$ cat src/rtl/m_button_filter.sv
// Five-button front end: two-flop synchronizers, per-bit debounce counters,
// and a press-event FSM that emits one directional event per press-release.
module m_button_filter #(
  parameter int DEBOUNCE_CYC = 1_000_000
) (
  input  logic       w_clk,
  input  logic       w_rst,
  input  logic [4:0] fivebuttons,
  output logic       ev_valid,
  input  logic       ev_ready,
  output logic [2:0] ev_code,
  output logic       ev_multi,
  output logic [4:0] held,
  output logic       idle
);

  localparam int CW = $clog2(DEBOUNCE_CYC);
  localparam logic [CW-1:0] CNT_MAX = CW'(DEBOUNCE_CYC - 1);

  typedef enum logic [1:0] {
    S_IDLE     = 2'd0,
    S_EMIT     = 2'd1,
    S_WAIT_REL = 2'd2
  } state_t;

  logic [4:0]    sync1_q, sync2_q, held_q;
  logic [CW-1:0] cnt_q [5];

  always_ff @(posedge w_clk) begin
    if (w_rst) begin
      sync1_q <= '0;
      sync2_q <= '0;
      held_q  <= '0;
      for (int i = 0; i < 5; i++) cnt_q[i] <= '0;
    end else begin
      sync1_q <= fivebuttons;
      sync2_q <= sync1_q;
      // A bit flips only after DEBOUNCE_CYC consecutive mismatching cycles.
      for (int i = 0; i < 5; i++) begin
        if (sync2_q[i] != held_q[i]) begin
          if (cnt_q[i] == CNT_MAX) begin
            held_q[i] <= sync2_q[i];
            cnt_q[i]  <= '0;
          end else begin
            cnt_q[i] <= cnt_q[i] + 1'b1;
          end
        end else begin
          cnt_q[i] <= '0;
        end
      end
    end
  end

  // Bit order right, left, down, up, center maps to codes 3, 1, 2, 0, 4.
  logic [2:0] code_of;
  logic       one_hot;
  always_comb begin
    code_of = 3'd0;
    case (held_q)
      5'b00001: code_of = 3'd3;
      5'b00010: code_of = 3'd1;
      5'b00100: code_of = 3'd2;
      5'b01000: code_of = 3'd0;
      5'b10000: code_of = 3'd4;
      default:  code_of = 3'd0;
    endcase
  end
  assign one_hot = $onehot(held_q);

  // Handshake: an event transfers on a rising edge where ev_valid and
  // ev_ready are both 1; ev_code is stable while ev_valid waits for ev_ready.
  state_t     state_q, state_d;
  logic [2:0] code_q, code_d;
  logic       multi_d;

  always_comb begin
    state_d = state_q;
    code_d  = code_q;
    multi_d = 1'b0;
    case (state_q)
      S_IDLE: begin
        if (one_hot) begin
          code_d  = code_of;
          state_d = S_EMIT;
        end else if (held_q != 5'd0) begin
          multi_d = 1'b1;
          state_d = S_WAIT_REL;
        end
      end
      S_EMIT:     if (ev_ready) state_d = S_WAIT_REL;
      S_WAIT_REL: if (held_q == 5'd0) state_d = S_IDLE;
      default:    state_d = S_IDLE;
    endcase
  end

  logic valid_q, multi_q, idle_q;
  always_ff @(posedge w_clk) begin
    if (w_rst) begin
      state_q <= S_IDLE;
      code_q  <= 3'd0;
      multi_q <= 1'b0;
      valid_q <= 1'b0;
      idle_q  <= 1'b1;
    end else begin
      state_q <= state_d;
      code_q  <= code_d;
      multi_q <= multi_d;
      valid_q <= (state_d == S_EMIT);
      idle_q  <= (state_d == S_IDLE);
    end
  end

  assign ev_valid = valid_q;
  assign ev_code  = code_q;
  assign ev_multi = multi_q;
  assign held     = held_q;
  assign idle     = idle_q;

endmodule

$ cat config.mk
export PLATFORM = sky130hd
export DESIGN_NAME = m_button_filter
export DESIGN_NICKNAME = d
export VERILOG_FILES = /design/src/rtl/m_button_filter.sv
export SDC_FILE = /design/constraint.sdc
export NUM_CORES = 1
export LEC_CHECK = 0
export CAP_MARGIN = 20
export CORE_UTILIZATION = 55
export CTS_CLUSTER_SIZE = 25
export DETAILED_ROUTE_END_ITERATION = 10
export PLACE_DENSITY = 0.75
export SYNTH_ARGS = -nofsm -noshare
export SYNTH_HDL_FRONTEND = slang
export SYNTH_SLANG_ARGS = --single-unit
$ cat constraint.sdc
create_clock -name w_clk -period 7.77 [get_ports w_clk]
set_input_delay 1.1655 -clock w_clk [delete_from_list [all_inputs] [get_ports w_clk]]
set_output_delay 1.1655 -clock w_clk [all_outputs]
set_load 0.1 [all_outputs]
# Word level (Yosys, flattened, before mapping)
# Memory sizes are Yosys's and may differ from the RTL's.
# Index checks and enable logic that the tools add are counted.
[totals]
ff_bits = 23
ram_bits = 100
inputBits = 8
output_inout_bits = 11
word_cells = 146
n_memories = 1
[op_classes]
addsub = 9
n_eq_ne = 18
n_mux = 79
n_bitwise = 16
n_reduce_logical = 11
[memory_table]
columns = ["memory", "words", "width", "rd", "rd_clocked_by_memory_dff", "wr", "line_no", "source"]
rows = [
  ["cnt_q", 5, 20, 5, 0, 5, "27", "logic [CW-1:0] cnt_q [5];"],
]
[ops]
columns = ["cell", "count"]
rows = [
  ["20-bit 2-to-1 mux", 15],
  ["20-bit by 1-bit adder with 20-bit output, second input constant", 5],
  ["20-bit == test, second input constant", 5],
  ["1-bit 2-to-1 mux", 58],
  ["1-bit bitwise OR", 15],
  ["3-bit case mux with 4 select lines", 1],
  ["2-bit AND reduction", 6],
  ["2-bit 2-to-1 mux", 4],
  ["2-bit case mux with 3 select lines", 1],
  ["5-bit by 1-bit == test with 1-bit output, second input constant", 1],
  ["5-bit by 2-bit == test with 1-bit output, second input constant", 1],
  ["5-bit by 3-bit == test with 1-bit output, second input constant", 1],
  ["5-bit == test, second input constant", 1],
  ["5-bit zero test", 1],
  ["1-bit inequality test", 5],
  ["5-bit nonzero test", 1],
  ["1-bit by 1-bit adder with 2-bit output", 2],
  ["2-bit by 1-bit == test with 1-bit output, second input constant", 2],
  ["2-bit zero test", 2],
  ["2-bit by 2-bit adder with 3-bit output", 1],
  ["3-bit by 1-bit adder with 3-bit output", 1],
  ["3-bit by 1-bit == test with 1-bit output, second input constant", 1],
  ["3-bit OR reduction", 1],
  ["2-bit == test, second input constant", 1],
  ["1-bit NOT", 1],
]

# Depth between registers and ports, before layout
# Gate-level depths: netlist (run 1).
[logic_depth]
depth_word = 8
depth_mapped = 10
ltp_nobuf = 9

# Worst setup path before layout (run 1)
# OpenSTA, ideal clock, no wires.
[synth_path]
path_type = "register -> register"
start = "register held_q[0] (netlist: held[0])"
end = "register code_q[0] (netlist: ev_code[0])"
setup_ns = 0.127
arrival_time_ns = 3.594
required_time_ns = 7.643
slack_ns = 4.049
stages_incl_launch_ff = 10
n_path_buf = 0
period_less_slack_ns = 3.721
path_cell_list = "dfxtp_1 inv_1 fa_1 inv_1 fa_1 ha_1 or3b_2 nor3_1 mux2i_1 nor2_1"
[synth_between]
elab_chain_cells = 5
elab_cells_between_ends = 10
cone_classes = "3 x add/sub; 5 x eq/ne; 1 x mux; 1 x reduce/logical"
[synth_lines]
columns = ["element", "line_no", "source"]
rows = [
  ["start, declared", "26", "logic [4:0] sync1_q, sync2_q, held_q;"],
  ["start signal, assigned by index", "42", "held_q[i] <= sync2_q[i];"],
  ["1-bit by 1-bit adder with 2-bit output (not written as such)", "68", "assign one_hot = $onehot(held_q);"],
  ["2-bit by 2-bit adder with 3-bit output (not written as such)", "68", ""],
  ["3-bit by 1-bit adder with 3-bit output (not written as such)", "68", ""],
  ["3-bit by 1-bit == test with 1-bit output", "68", ""],
  ["2-bit AND reduction (no line)", "n/a", ""],
  ["end signal, assigned", "106", "code_q <= code_d;"],
  ["end, declared", "73", "logic [2:0] code_q, code_d;"],
]
# Several ways; a longest one is shown, not always the timed one.
# A chain may end at the register's enable or synchronous reset.

# Worst setup path in the final report (run 1)
[layout_path]
start = "register held_q[2] (netlist: held[2])"
end = "output held[2]"
[layout_rtl]
columns = ["element", "line_no", "source"]
rows = [
  ["end, declared", "13", "output logic [4:0] held,"],
]
# No word-level cell between the ends.

==> results of run 1 <==
## power groups by stage
stage / clock [µW] / sequential [µW] / combinational [µW]
global route: 824 / 768 / 62.9
detailed placement: 0 / 777 / 52.3
global placement: 0 / 775 / 50.9
floorplan: 0 / 769 / 43.2
CTS: 795 / 764 / 53.0
finish: 786 / 765 / 54.4
## synthesized netlist by cell type (3+ instances only)
library cell | instances | area share, %
clkbuf_1 | 5 | 0.29
mux2i_1 | 4 | 0.61
xnor2_1 | 28 | 3.8
o21ai_0 | 21 | 1.6
ha_1 | 9 | 1.7
or4_1 | 18 | 2.1
and2_1 | 5 | 0.48
o31ai_1 | 17 | 2.0
a21oi_1 | 39 | 3.0
nor3_1 | 15 | 1.1
nor2b_1 | 10 | 0.96
edfxtp_1 | 100 | 46
xor2_1 | 32 | 4.3
nor4_1 | 7 | 0.67
nand3_1 | 38 | 2.9
or2_2 | 3 | 0.29
nand2_1 | 34 | 2.0
buf_2 | 7 | 0.54
nor2_1 | 78 | 4.5
or3_1 | 17 | 1.6
and3_1 | 14 | 1.3
nor3b_1 | 3 | 0.34
and4_1 | 8 | 1.1
dfxtp_1 | 23 | 7.1
nand4_1 | 24 | 2.3
nor4b_1 | 10 | 1.3
inv_1 | 20 | 1.1
## how the worst max path moves through the flow
stage | start | to | slack [ps] | depth (start not counted)
after floorplan | held[0] | ev_code[0] | 4050 | 9
after global placement | held[0] | ev_code[1] | 4750 | 9
after detailed placement | held[0] | ev_code[2] | 4650 | 9
after CTS | held[2] | held[2] | 4420 | 1
after global routing | held[4] | held[4] | 4390 | 1
final | held[2] | held[2] | 4440 | 1
## through the flow
stage | cell area (µm²) | hold WS, ps | instances | setup WS (ps)
2_1_floorplan | 6900 | 414 | 723 | 4050
3_3_place_gp | 7190 | 419 | 870 | 4750
3_5_place_dp | 7190 | 425 | 870 | 4650
4_1_cts | 7780 | 437 | 902 | 4420
5_1_grt | 7780 | 453 | 902 | 4390
6_report | 7780 | 432 | 902 | 4440
## flip-flops by register name (all words and copies together), names as in the netlist, 2 cells and up
register,cells
sync2_q,5
state_q,2
ev_code,3
sync1_q,5
held,5
cnt_q,100
## routing by layer
layer,routed length (µm),part of all wire [%]
met1,5280,44
met5,0,0
met4,327,2.7
met3,446,3.7
met2,5950,50
## layout by cell type, fill, tap and decap left out, types with 14 or more instances in the layout
cell,count
edfxtp_1,100
conb_1,100
nor2_1,78
a21oi_1,39
nand3_1,38
nand2_1,34
xor2_1,32
xnor2_1,28
nand4_1,24
dfxtp_1,23
inv_1,20
o21ai_0,20
or4_1,18
clkdlybuf4s50_1,18
o31ai_1,17
or3_1,17
clkbuf_16,17
nor3_1,15
and3_1,14
## cell families after synthesis
logic type	after synthesis	synth area share [%]
DFF	123	53.0
and+or+nand+nor	301	25.4
muxes	5	0.786
buffers and inverters	37	2.53
other	1	0.0574
xor gates and xnor gates	60	8.05
AOI/OAI and AO/OA	86	7.84
adders and majority gates	11	2.34
## layout make-up
class / instances / share of cell area (%)
inverters: 20 / 0.965
multi-input cells: 563 / 42.1
flip-flops and latches: 123 / 44.5
well taps: 143 / 2.30
repair buffers: 21 / 2.60
clock inverters: 9 / 1.54
clock buffers: 23 / 6.01
==> metrics, run 1 <==
Layout Skew 5.29 ps; DR pass1 iterations 5; Final Util between 60% and 70%; endpoint type of the worst setup path output port; Worst EP arrival 2170 ps; Starting Density 56.7%; # rows 39; Total Wirelength 12,000 µm; clock tree from TritonCTS done; vias in the first global route 4,745; PortBufs 18; PD cells 206 mW/mm²; worst r2r src held[3]; Worst Min Path Start sync1_q[2]; WL/cell 13.3 µm; Combinational Power Share 3.4%; R2R depth 9; Area Growth Syn to Fin 19.2%; Unique masters post-synth between 50 and 60; GRT Max-Usage Layer met2; Clk pin slew, worst setup/hold paths 50 ps; total track usage 21.0%; Yosys warnings 0; maximum vdd drop 140 µV; die height around 110 µm; Routability Congestion 0.874; total core area 0.0115 mm²; fin nets 765; Avg Cell Area, Syn 10.5 µm²; CTS buffer count 17; worst-path cell chain clkdlybuf4s50_1; Seq/Total Area, Yosys 53.0%; RSZ-0062 raised after global routing false; fill count 890; Die W between 100 and 150 µm; Register Area 0.00346 mm²; slowest CP cell clkdlybuf4s50_1; Crit Path Max Fanout 8; crit path kind reg -> out; root buf cell clkbuf_16; share of cells above drive strength 1 5.80%; clk buf depth 2; WHS Path Cells 1; initial antenna violation count 0; total number of vias between 4,000 and 5,000; family with the most delay on the worst path buffers and inverters; initial DRC count approximately 250; crit path time final 3330 ps; max-cap viol count 0; R2R Path End ev_code[2]; status finished, final reports clean; CP max stage delay 1210 ps; routed vias/inst 5.44; hold crit path type reg -> reg; post-route DRC violation count 0; Mapped Area 0.00653 mm²; Max-slew headroom between 30% and 40%; final setup vio count 0; crit share post-route between 40% and 50%; postcts setup bufs 0; final hold vios 0; Max Slew Vio Count 0; number of I/O pins 19; HPWL Detailed 8260 µm; GR Overflow Total 0; Synth Flop Type edfxtp_1; met2 usage a little over a third; Critical path buffers and inverters 1; synthesized instance count between 600 and 700; CP startpoint kind flop; first-pass GRT wire length 20,800 µm; Sequential Power Share 47.6%; Final Total Pwr 1610 µW; Data required, critical path 6600 ps; Sink Count 123; Leak 0.00269 µW; Tightest Pin Transition 1030 ps; Yosys reg bits 123; fmax 300 MHz; Hold EP sync2_q[2]; antenna viol nets, final 0; met3 Usage GRT between 4 and 5%; TNS Setup 0 ps; Post-synth EDFFs 100; Hold Buf Count CTS 0; H-tree Lvls 4; Clk pwr share 49.0%; Multi-input gate area approximately 0.0033 mm²; post-cts resize count 0; # diodes 0; Async SR Flop Fraction 0%; R2R Setup Slk approximately 4600 ps; met1 global-route usage 24.9%; Die Area around 0.012 mm²; largest net degree at the start of global routing 31; switching power approximately 330 µW; Int Pwr around 1300 µW; switch share 20.4%; Clk Latency, worst-skew pair 410 ps
(Power assumes the default switching activity.)
==> inputs of run 2 (changes only) <==
==> constraint.sdc (replaced) <==
create_clock -name w_clk -period 3.1 [get_ports w_clk]
set_input_delay 0.465 -clock w_clk [delete_from_list [all_inputs] [get_ports w_clk]]
set_output_delay 0.465 -clock w_clk [all_outputs]
set_load 0.1 [all_outputs]
==> run 2 against run 1 <==
Effect of this change: die area unchanged; sequential power up 150%; critical path depth rose by 8; routed wire length increased by 5.7%; final cell count rose by 0.22%; sequential share of layout area shrank 0.063 points; first-iteration DRC count is 13% higher; sequential cell count did not move; total power grew to 2.5 times the previous value; register-to-register slack got worse by 4400 ps; critical path type is now reg -> reg; critical endpoint is now ev_code[2].
==> metrics, run 2 (synthesis gave the netlist of run 1 again) <==
CP max stage delay 550 ps (-660 ps); Worst Min Path Start sync1_q[1]; Data required, critical path 3410 ps (-3190 ps); total track usage 22.0% (+0.92 points); Finished Cell Area 0.00782 mm² (+0.47%); WHS Path Cells 1 (unchanged); die height 111 µm (unchanged); fill count 888 (-0.22%); endpoint type of the worst setup path flop; final setup vio count 0 (unchanged); largest net degree at the start of global routing 21 (-32%); hold crit path type reg -> reg; Worst EP arrival 3210 ps (+1040 ps); CP startpoint kind flop; switching power 835 µW (+150%); R2R depth 9 (unchanged); maximum vdd drop 422 µV (+200%); total core area 0.0115 mm² (unchanged); routed vias/inst 5.45 (about the same); vias in the first global route 4,621 (-2.6%); post-cts resize count 0 (unchanged); # rows 39 (unchanged); CTS buffer count 17 (unchanged); Crit Path Max Fanout 5 (-3); Layout Skew 9.28 ps (+3.98 ps); Die W 111 µm (unchanged); GR Overflow Total 0 (unchanged); status finished, final reports clean; Setup WS pre-CTS 188 ps (-4460 ps); crit path time final 2900 ps; R2R Setup Slk 200 ps (-4440 ps); final hold vios 0 (unchanged); most frequent cells in the layout 100 x edfxtp_1, 100 x conb_1, 78 x nor2_1; TNS Setup 0 ps (unchanged); Hold EP sync2_q[1]; switch share 20.6% (+0.17 points); Sequential Power Share 47.2% (-0.4 points); max-cap viol count 0 (unchanged); Register Area 0.00347 mm² (+0.33%); Clk pwr share 49.4% (+0.4 points); post-route DRC violation count 0 (unchanged); Hold Buf Count CTS 0 (unchanged); Starting Density 56.7% (unchanged); fmax approximately 340 MHz; worst r2r src held[0]; Total Wirelength 12,700 µm (+5.7%); Clk Latency, worst-skew pair 420 ps (about the same); Area Growth Syn to Fin 19.7%; R2R Path End ev_code[2]; clock tree from TritonCTS done; Max-slew headroom 47.5% (+16 points); max FFs per register 100 (unchanged); Int Pwr 3220 µW (+150%); worst-path cell chain inv_1 > fa_1 > inv_1 > fa_1 > ha_1 > or3b_2 > nor3_2 > mux2i_1 > nor2_1; PD cells 519 mW/mm² (+150%); number of I/O pins 19 (unchanged); RSZ-0062 raised after global routing false; Die Area 0.0123 mm² (unchanged); post-route worst setup slack 201 ps (-4240 ps); # diodes 0 (unchanged); placed cells 872 (+0.23%); initial antenna violation count 0 (unchanged); Multi-input gate area 0.00328 mm² (+0.15%); root buf cell clkbuf_16; Sink Count 123 (unchanged); Leak 0.00275 µW (+2.3%); Reg with most FFs cnt_q; clk buf depth 2 (unchanged); Clk pin slew, worst setup/hold paths 60 ps (about the same); PortBufs 18 (unchanged); postcts setup bufs 0 (unchanged); Critical path buffers and inverters 2 (+1); placed instance area 0.00720 mm² (about the same); Non-Filler Instances 904 (+0.22%); slowest CP cell fa_1; antenna viol nets, final 0 (unchanged); initial DRC count 281 (+13%); family with the most delay on the worst path adder cells; HPWL Detailed 8800 µm (+6.5%); DR pass1 iterations 4 (-1); share of cells above drive strength 1 8.41% (+2.6 points); fin nets 767 (+0.26%); WL/cell 14.0 µm (+5.4%); Max Slew Vio Count 0 (unchanged); Combinational Power Share 3.4% (about the same); crit path kind reg -> reg; Routability Congestion 0.806 (-7.9%); Tightest Pin Transition 788 ps (-243 ps); H-tree Lvls 4 (unchanged); total number of vias 4,923 (+0.26%); crit share post-route 93.5%; first-pass GRT wire length 21,300 µm (+2.6%)
-- run 2: changes by cell type in the layout (fill, tap and decap cells not counted) --
cell / change
buf_4: +13
bufinv_16: -3
clkbuf_1: -1
clkbuf_16: +4
clkbuf_8: +3
clkdlybuf4s50_1: -11
clkinv_1: -2
clkinvlp_4: -1
dfxtp_1: -3
dfxtp_4: +3
nor3_1: -1
nor3_2: +1
-- run 2: worst max-delay path by stage --
stage / startpoint / to / depth (start not counted) / slack (ps)
finish: held[0] / ev_code[2] / 9 / 200
global route: held[0] / ev_code[2] / 9 / 9
CTS: held[0] / ev_code[2] / 9 / 180
detailed placement: held[0] / ev_code[2] / 9 / 190
global placement: held[0] / ev_code[0] / 9 / 320
floorplan: held[3] / ev_code[0] / 10 / 40
-- run 2: per-layer routing --
layer | vias to the layer above | wire, µm | part of all wire, % | global-route usage (%)
li1 | 2478 | - | - | -
met1 | 2356 | 5610 | 44 | 27.4
met2 | 74 | 6470 | 51 | 37.0
met3 | 15 | 417 | 3.3 | 5.08
met4 | 0 | 190 | 1.5 | 8.68
met5 | - | 0 | 0 | 0
-- run 2: power groups by stage --
stage	sequential, µW	combinational, µW	clock (µW)
4_1_cts	1910	136	2030
3_3_place_gp	1940	130	0
3_5_place_dp	1950	133	0
5_1_grt	1920	158	2090
6_report	1910	139	2000
2_1_floorplan	1930	108	0
-- run 2: layout make-up --
class                   count  area share [%]
inverters                  20           0.960
clock inverters             3           0.192
clock buffers              29            7.75
flip-flops and latches    123            44.4
well taps                 143            2.29
multi-input cells         563            41.9
repair buffers             23            2.43
-- run 2: stage by stage --
step	hold WS [ps]	util [%]	total power, µW
3_5_place_dp	428	62.5	2080
2_1_floorplan	414	-	2030
3_3_place_gp	418	62.5	2070
4_1_cts	441	67.9	4080
6_report	436	67.9	4060
5_1_grt	462	67.9	4170
-- run 2: worst reg2reg max path: cells and delay by family, from the launching register on --
family	cells	cell delay, ps
buffers and inverters	2	140
flip-flops	1	370
adder cells (fa/ha/maj)	3	1200
multiplexers	1	250
AND/OR/NAND/NOR	3	830
